--- src/rtl/mem_arbiter.sv ---
// mem_arbiter: two-requester (instruction fetch / data) arbiter for a shared
// single-port RAM with registered read data. One access per cycle, no queuing.
// Conflict policy: fixed data-port priority by default; define
// MEM_ARBITER_RR_EN for round-robin between the two requesters.
module mem_arbiter #(
  parameter int ADDR_W = 8,
  parameter int DATA_W = 32
) (
  input  logic              clock,
  input  logic              clear,
  input  logic              if_req,
  input  logic [ADDR_W-1:0] if_addr,
  output logic              if_gnt,
  output logic              if_rvalid,
  output logic [DATA_W-1:0] if_rdata,
  input  logic              d_req,
  input  logic              d_we,
  input  logic [ADDR_W-1:0] d_addr,
  input  logic [DATA_W-1:0] d_wdata,
  output logic              d_gnt,
  output logic              d_rvalid,
  output logic [DATA_W-1:0] d_rdata,
  output logic [ADDR_W-1:0] mem_addr,
  output logic [DATA_W-1:0] mem_din,
  output logic              mem_wren,
  input  logic [DATA_W-1:0] mem_dout,
  output logic [15:0]       conflict_cnt
);

  localparam logic [0:0] OWNER_IF = 1'b0;
  localparam logic [0:0] OWNER_D  = 1'b1;

  logic [0:0]        lastOwner;
  logic [ADDR_W-1:0] addrHold;
  logic              readPending;
  logic [15:0]       conflictCnt;
  logic              conflict;
  logic              dWins;

  // Conflict resolution: decides whether the data port wins a simultaneous request
  always_comb begin
    conflict = if_req & d_req;
`ifdef MEM_ARBITER_RR_EN
    dWins = (lastOwner == OWNER_IF);
`else
    dWins = 1'b1;
`endif
  end

  // Grants and shared-RAM drive; grants are suppressed while in reset
  always_comb begin
    d_gnt  = clear & d_req & (~if_req | dWins);
    if_gnt = clear & if_req & (~d_req | ~dWins);
    if (d_gnt) begin
      mem_addr = d_addr;
    end else if (if_gnt) begin
      mem_addr = if_addr;
    end else begin
      mem_addr = addrHold;
    end
    mem_wren = d_gnt & d_we;
    mem_din  = d_wdata;
  end

  // Read-return qualification. lastOwner always names the previous cycle's
  // grantee, so a single pending flag plus lastOwner steers rvalid.
  always_comb begin
    if_rvalid = readPending & (lastOwner == OWNER_IF);
    d_rvalid  = readPending & (lastOwner == OWNER_D);
    if_rdata  = mem_dout;
    d_rdata   = mem_dout;
    conflict_cnt = conflictCnt;
  end

  // Arbitration state: owner, held address and outstanding-read flag
  always_ff @(posedge clock or negedge clear) begin
    if (!clear) begin
      lastOwner   <= OWNER_IF;
      addrHold    <= '0;
      readPending <= 1'b0;
    end else begin
      readPending <= if_gnt | (d_gnt & ~d_we);
      if (d_gnt) begin
        lastOwner <= OWNER_D;
        addrHold  <= d_addr;
      end else if (if_gnt) begin
        lastOwner <= OWNER_IF;
        addrHold  <= if_addr;
      end
    end
  end

  // Saturating count of cycles in which both requesters asked
  always_ff @(posedge clock or negedge clear) begin
    if (!clear) begin
      conflictCnt <= '0;
    end else if (conflict && (conflictCnt != '1)) begin
      conflictCnt <= conflictCnt + 16'd1;
    end
  end

endmodule

--- config.mk ---
export PLATFORM = sky130hd
export DESIGN_NAME = mem_arbiter
export DESIGN_NICKNAME = d
export VERILOG_FILES = /design/src/rtl/mem_arbiter.sv
export SDC_FILE = /design/constraint.sdc
export NUM_CORES = 1
export LEC_CHECK = 0
export BUFFER_PORTS_ARGS = -buffer_cell sky130_fd_sc_hd__buf_2
export CAP_MARGIN = 30
export CORE_AREA = 2 2 81 83
export CTS_BUF_LIST = sky130_fd_sc_hd__clkbuf_8
export CTS_CLUSTER_DIAMETER = 150
export DETAILED_ROUTE_END_ITERATION = 6
export DIE_AREA = 0 0 83 85
export PLACE_DENSITY = 0.8
export SKIP_CTS_REPAIR_TIMING = 1
export SLEW_MARGIN = 10
export SYNTH_ARGS = -nofsm -noshare
export SYNTH_HDL_FRONTEND = slang
export SYNTH_SLANG_ARGS = --single-unit
--- constraint.sdc ---
create_clock -name clock -period 3.8 [get_ports clock]
set_clock_uncertainty 0.2 [all_clocks]
set_input_delay 0.76 -clock clock [delete_from_list [all_inputs] [get_ports clock]]
set_output_delay 0.76 -clock clock [all_outputs]
set_load 0.01 [all_outputs]
==> qor.json <==
{
  "status": "finished clean",
  "worstPathMaxFanout": 19,
  "syn_avg_cell_area_um2": 9.044,
  "power_switching_share_pct": 30.43,
  "initial_core_util_pct": 31.92,
  "antenna_found_initial": 0,
  "cp.arrival_ns": 1.95,
  "drt_first_iter_violations": 58,
  "syn_to_final_growth_pct": -15.92,
  "finalMaxSlewViolations": 0,
  "total_die_area_um2": 7055,
  "grt_pass1_vias": 1262,
  "worstMarginPinSlew_ns": 0.4432,
  "numClockSinks": 26,
  "synthesis.area_um2": 1981,
  "antenna_cells_inserted": 0,
  "layout_min_cycle_time_ns": 2.914,
  "number_of_cts_inserted_buffers": 3,
  "reg2reg_depth": 4,
  "ff2ff_setup_slack_ns": 1.80,
  "gr-max-usage-layer": "met2",
  "clk_transition_reported_paths_ns": 0.10,
  "slew-limit-headroom_pct": 70.29,
  "timing.setup.critical_path_class": "input port to output pin",
  "cts.htree.levels": 1,
  "core_area_um2": 6205,
  "grt_start_max_net_pins": 20,
  "setup_viols_final": 0,
  "die_x_um": 83,
  "r2r-end": "conflict_cnt[1]$_DFFE_PN0P_",
  "die_h_um": 85,
  "timing.critical_path.slowest_cell_delay_ns": 0.36,
  "max-cap-violations": 0,
  "post_synth_cell_types": 33,
  "placementRows": 29,
  "ys_seq_elements": 26,
  "place.port_buffers": 49,
  "yosysSeqAreaShare_pct": 32.85,
  "intPower_mw": 0.5428,
  "clock.fmax_ghz": 0.3432,
  "cts_root_buf": "clkbuf_8",
  "min-delay-path-class": "input port to async pin",
  "postLayoutCellArea_um2": 1665,
  "syn_inst": 219,
  "sequentialPowerShare_pct": 47.4,
  "rr_startpoint": "conflict_cnt[8]$_DFFE_PN0P_",
  "globalRouteOverflowTotal": 0,
  "layout_worst_path_cycle_share_pct": 76.69,
  "crit_family": "buffers and inverters",
  "power.share.clock_pct": 29.8,
  "crit_end_element": "output pin",
  "grt.met1_usage_pct": 12.35,
  "placement.cell_area_um2": 1594,
  "dr.pass1.iters": 6,
  "max_vdd_drop_mv": 0.2101,
  "power.density_nw_per_um2": 468.5,
  "p_sw_mw": 0.2374,
  "path_cells": "buf_2 > nand2_1 > o22ai_1 > a21oi_1 > buf_2",
  "cts-root-to-sink-buffers": 2,
  "power_leakage_nw": 0.7973,
  "grt_first_pass_wirelength_mm": 6.127,
  "via_count": 1196,
  "startpoint_type": "input port",
  "post-dp-hpwl_mm": 2.883,
  "finish.net_count": 260,
  "crit_path_frequent_cell": "buf_2",
  "design.portCount": 210,
  "postRouteAntennaNets": 0,
  "avgRoutedWirePerCell_um": 14.63,
  "worstSkewPairLatency_ns": 0.28,
  "route.final.wire_length_mm": 3.658,
  "groute.usage.overall_pct": 10.56,
  "crit_slowest_cell": "buf_2",
  "rsz0062_at_grt": "false",
  "layout-drive-gt1-share_pct": 35.84,
  "worstPathRequired_ns": 2.84,
  "totalNegativeSetupSlack_ns": 0,
  "met2_usage_pct": 16.57,
  "grt_use_met3_pct": 3.307,
  "net_count_of_the_mapped_netlist": 305,
  "fillerInstances": 667,
  "replace_congestion": 0.8256,
  "drt_drc_violations_left": 0,
  "tritoncts": "yes",
  "hold_viol_final": 0,
  "critical_path_buf_inv_count": 2,
  "drt-vias-per-instance": 4.784,
  "power.share.combinational_pct": 22.8,
  "yosys_warnings": 0
}
worst reg2reg max path, stage by stage (launching register included):
cell and delay, ns:
dfrtp_1 0.47, nand4_1 0.30, nor4_2 0.51, nor2_1 0.13, mux2_2 0.29
cell type report:
class	count	area, um2	share of cell area [%]
Tap cell	77	96.34	5.785
Inverter	3	11.26	0.6762
Timing Repair Buffer	50	252.7	15.18
Clock buffer	3	41.29	2.479
Multi-Input combinational cell	90	583.1	35.01
Clock inverter	1	30.03	1.803
Sequential cell	26	650.6	39.07
registers in the layout, summed over array words and instances (netlist names):
signal / cells
addrHold: 8
conflict_cnt: 16
readPending: 1
lastOwner: 1
synthesized netlist by cell type:
cell type / n / area share [%]
o2111ai_1: 1 / 0.44
or4_4: 1 / 0.57
nor2b_1: 1 / 0.32
inv_1: 3 / 0.57
and3_1: 1 / 0.32
nor4_2: 2 / 1.3
buf_4: 96 / 36
nor2_1: 7 / 1.3
nor4b_1: 1 / 0.44
o32a_1: 1 / 0.51
dfrtp_1: 26 / 33
nor3b_1: 1 / 0.38
xor2_1: 10 / 4.4
mux2i_1: 1 / 0.51
mux2_2: 1 / 0.57
and2_1: 2 / 0.63
nor4_1: 2 / 0.63
nand4_1: 4 / 1.3
nand2_1: 11 / 2.1
or2_2: 1 / 0.32
o21a_1: 2 / 0.76
nand3_1: 4 / 1.0
nor3_1: 2 / 0.51
a21oi_1: 10 / 2.5
nand3b_1: 1 / 0.38
o22ai_1: 17 / 5.4
xnor2_1: 1 / 0.44
and4_1: 1 / 0.44
nand3_2: 1 / 0.51
nor3_2: 1 / 0.51
ha_1: 1 / 0.63
and3_2: 1 / 0.38
clkbuf_1: 4 / 0.76
worst max path at each step:
stage / start / slack [ns] / end / cells past startpoint
after floorplan: if_req / 1.14 / mem_addr[0] / 5
after global placement: clear / 0.88 / mem_addr[7] / 5
after detailed placement: clear / 0.84 / mem_addr[5] / 5
after CTS: clear / 0.85 / mem_addr[5] / 5
after global routing: clear / 0.66 / mem_addr[7] / 5
final: clear / 0.89 / mem_addr[5] / 5
cells by family (layout without fill, tap and decap cells):
group	Yosys count	after routing	share of synthesized area [%]
xor+xnor	11	11	4.864
simple gates	45	45	13.27
flops	26	26	32.85
mux	2	2	1.074
fa+ha+maj	1	1	0.6316
buf+inv	103	57	37.71
compound gates	31	31	9.602
routing by layer:
layer	wire, um	vias up
met3	340	29
met4	189	0
met1	1532	555
li1	-	554
met2	1596	58
met5	0	-
through the flow:
step	std cells	util (%)	power [mW]	hold slack [ns]	worst slack (ns)
2_1_floorplan	219	-	0.5703	0.2620	1.141
3_3_place_gp	246	25.69	0.5477	0.2951	0.8807
3_5_place_dp	246	25.69	0.5559	0.3004	0.8388
4_1_cts	250	26.84	0.7925	0.2100	0.8451
5_1_grt	250	26.84	0.8299	0.2369	0.6582
6_report	250	26.84	0.7803	0.2053	0.8859
placed cells by master (no fill, tap or decap):
cell type | netlist | layout
a21oi_1 | 10 | 10
and2_1 | 2 | 2
and3_1 | 1 | 1
and3_2 | 1 | 1
and4_1 | 1 | 1
buf_2 | 0 | 49
buf_4 | 96 | 1
bufinv_16 | 0 | 1
clkbuf_8 | 0 | 3
dfrtp_1 | 26 | 26
ha_1 | 1 | 1
inv_1 | 3 | 3
mux2_2 | 1 | 1
mux2i_1 | 1 | 1
nand2_1 | 11 | 11
nand3_1 | 4 | 4
nand3_2 | 1 | 1
nand3b_1 | 1 | 1
nand4_1 | 4 | 4
nor2_1 | 7 | 7
nor2b_1 | 1 | 1
nor3_1 | 2 | 2
nor3_2 | 1 | 1
nor3b_1 | 1 | 1
nor4_1 | 2 | 2
nor4_2 | 2 | 2
nor4b_1 | 1 | 1
o2111ai_1 | 1 | 1
o21a_1 | 2 | 2
o22ai_1 | 17 | 17
o32a_1 | 1 | 1
or2_2 | 1 | 1
or4_4 | 1 | 1
xnor2_1 | 1 | 1
xor2_1 | 10 | 10
power groups by stage:
stage	registers (mW)	clock network [mW]	logic [mW]
2_1_floorplan	0.379	0	0.191
3_3_place_gp	0.370	0	0.178
3_5_place_dp	0.374	0	0.181
4_1_cts	0.369	0.242	0.181
5_1_grt	0.379	0.249	0.202
6_report	0.370	0.233	0.178
Power figures use the tool's default switching activity.
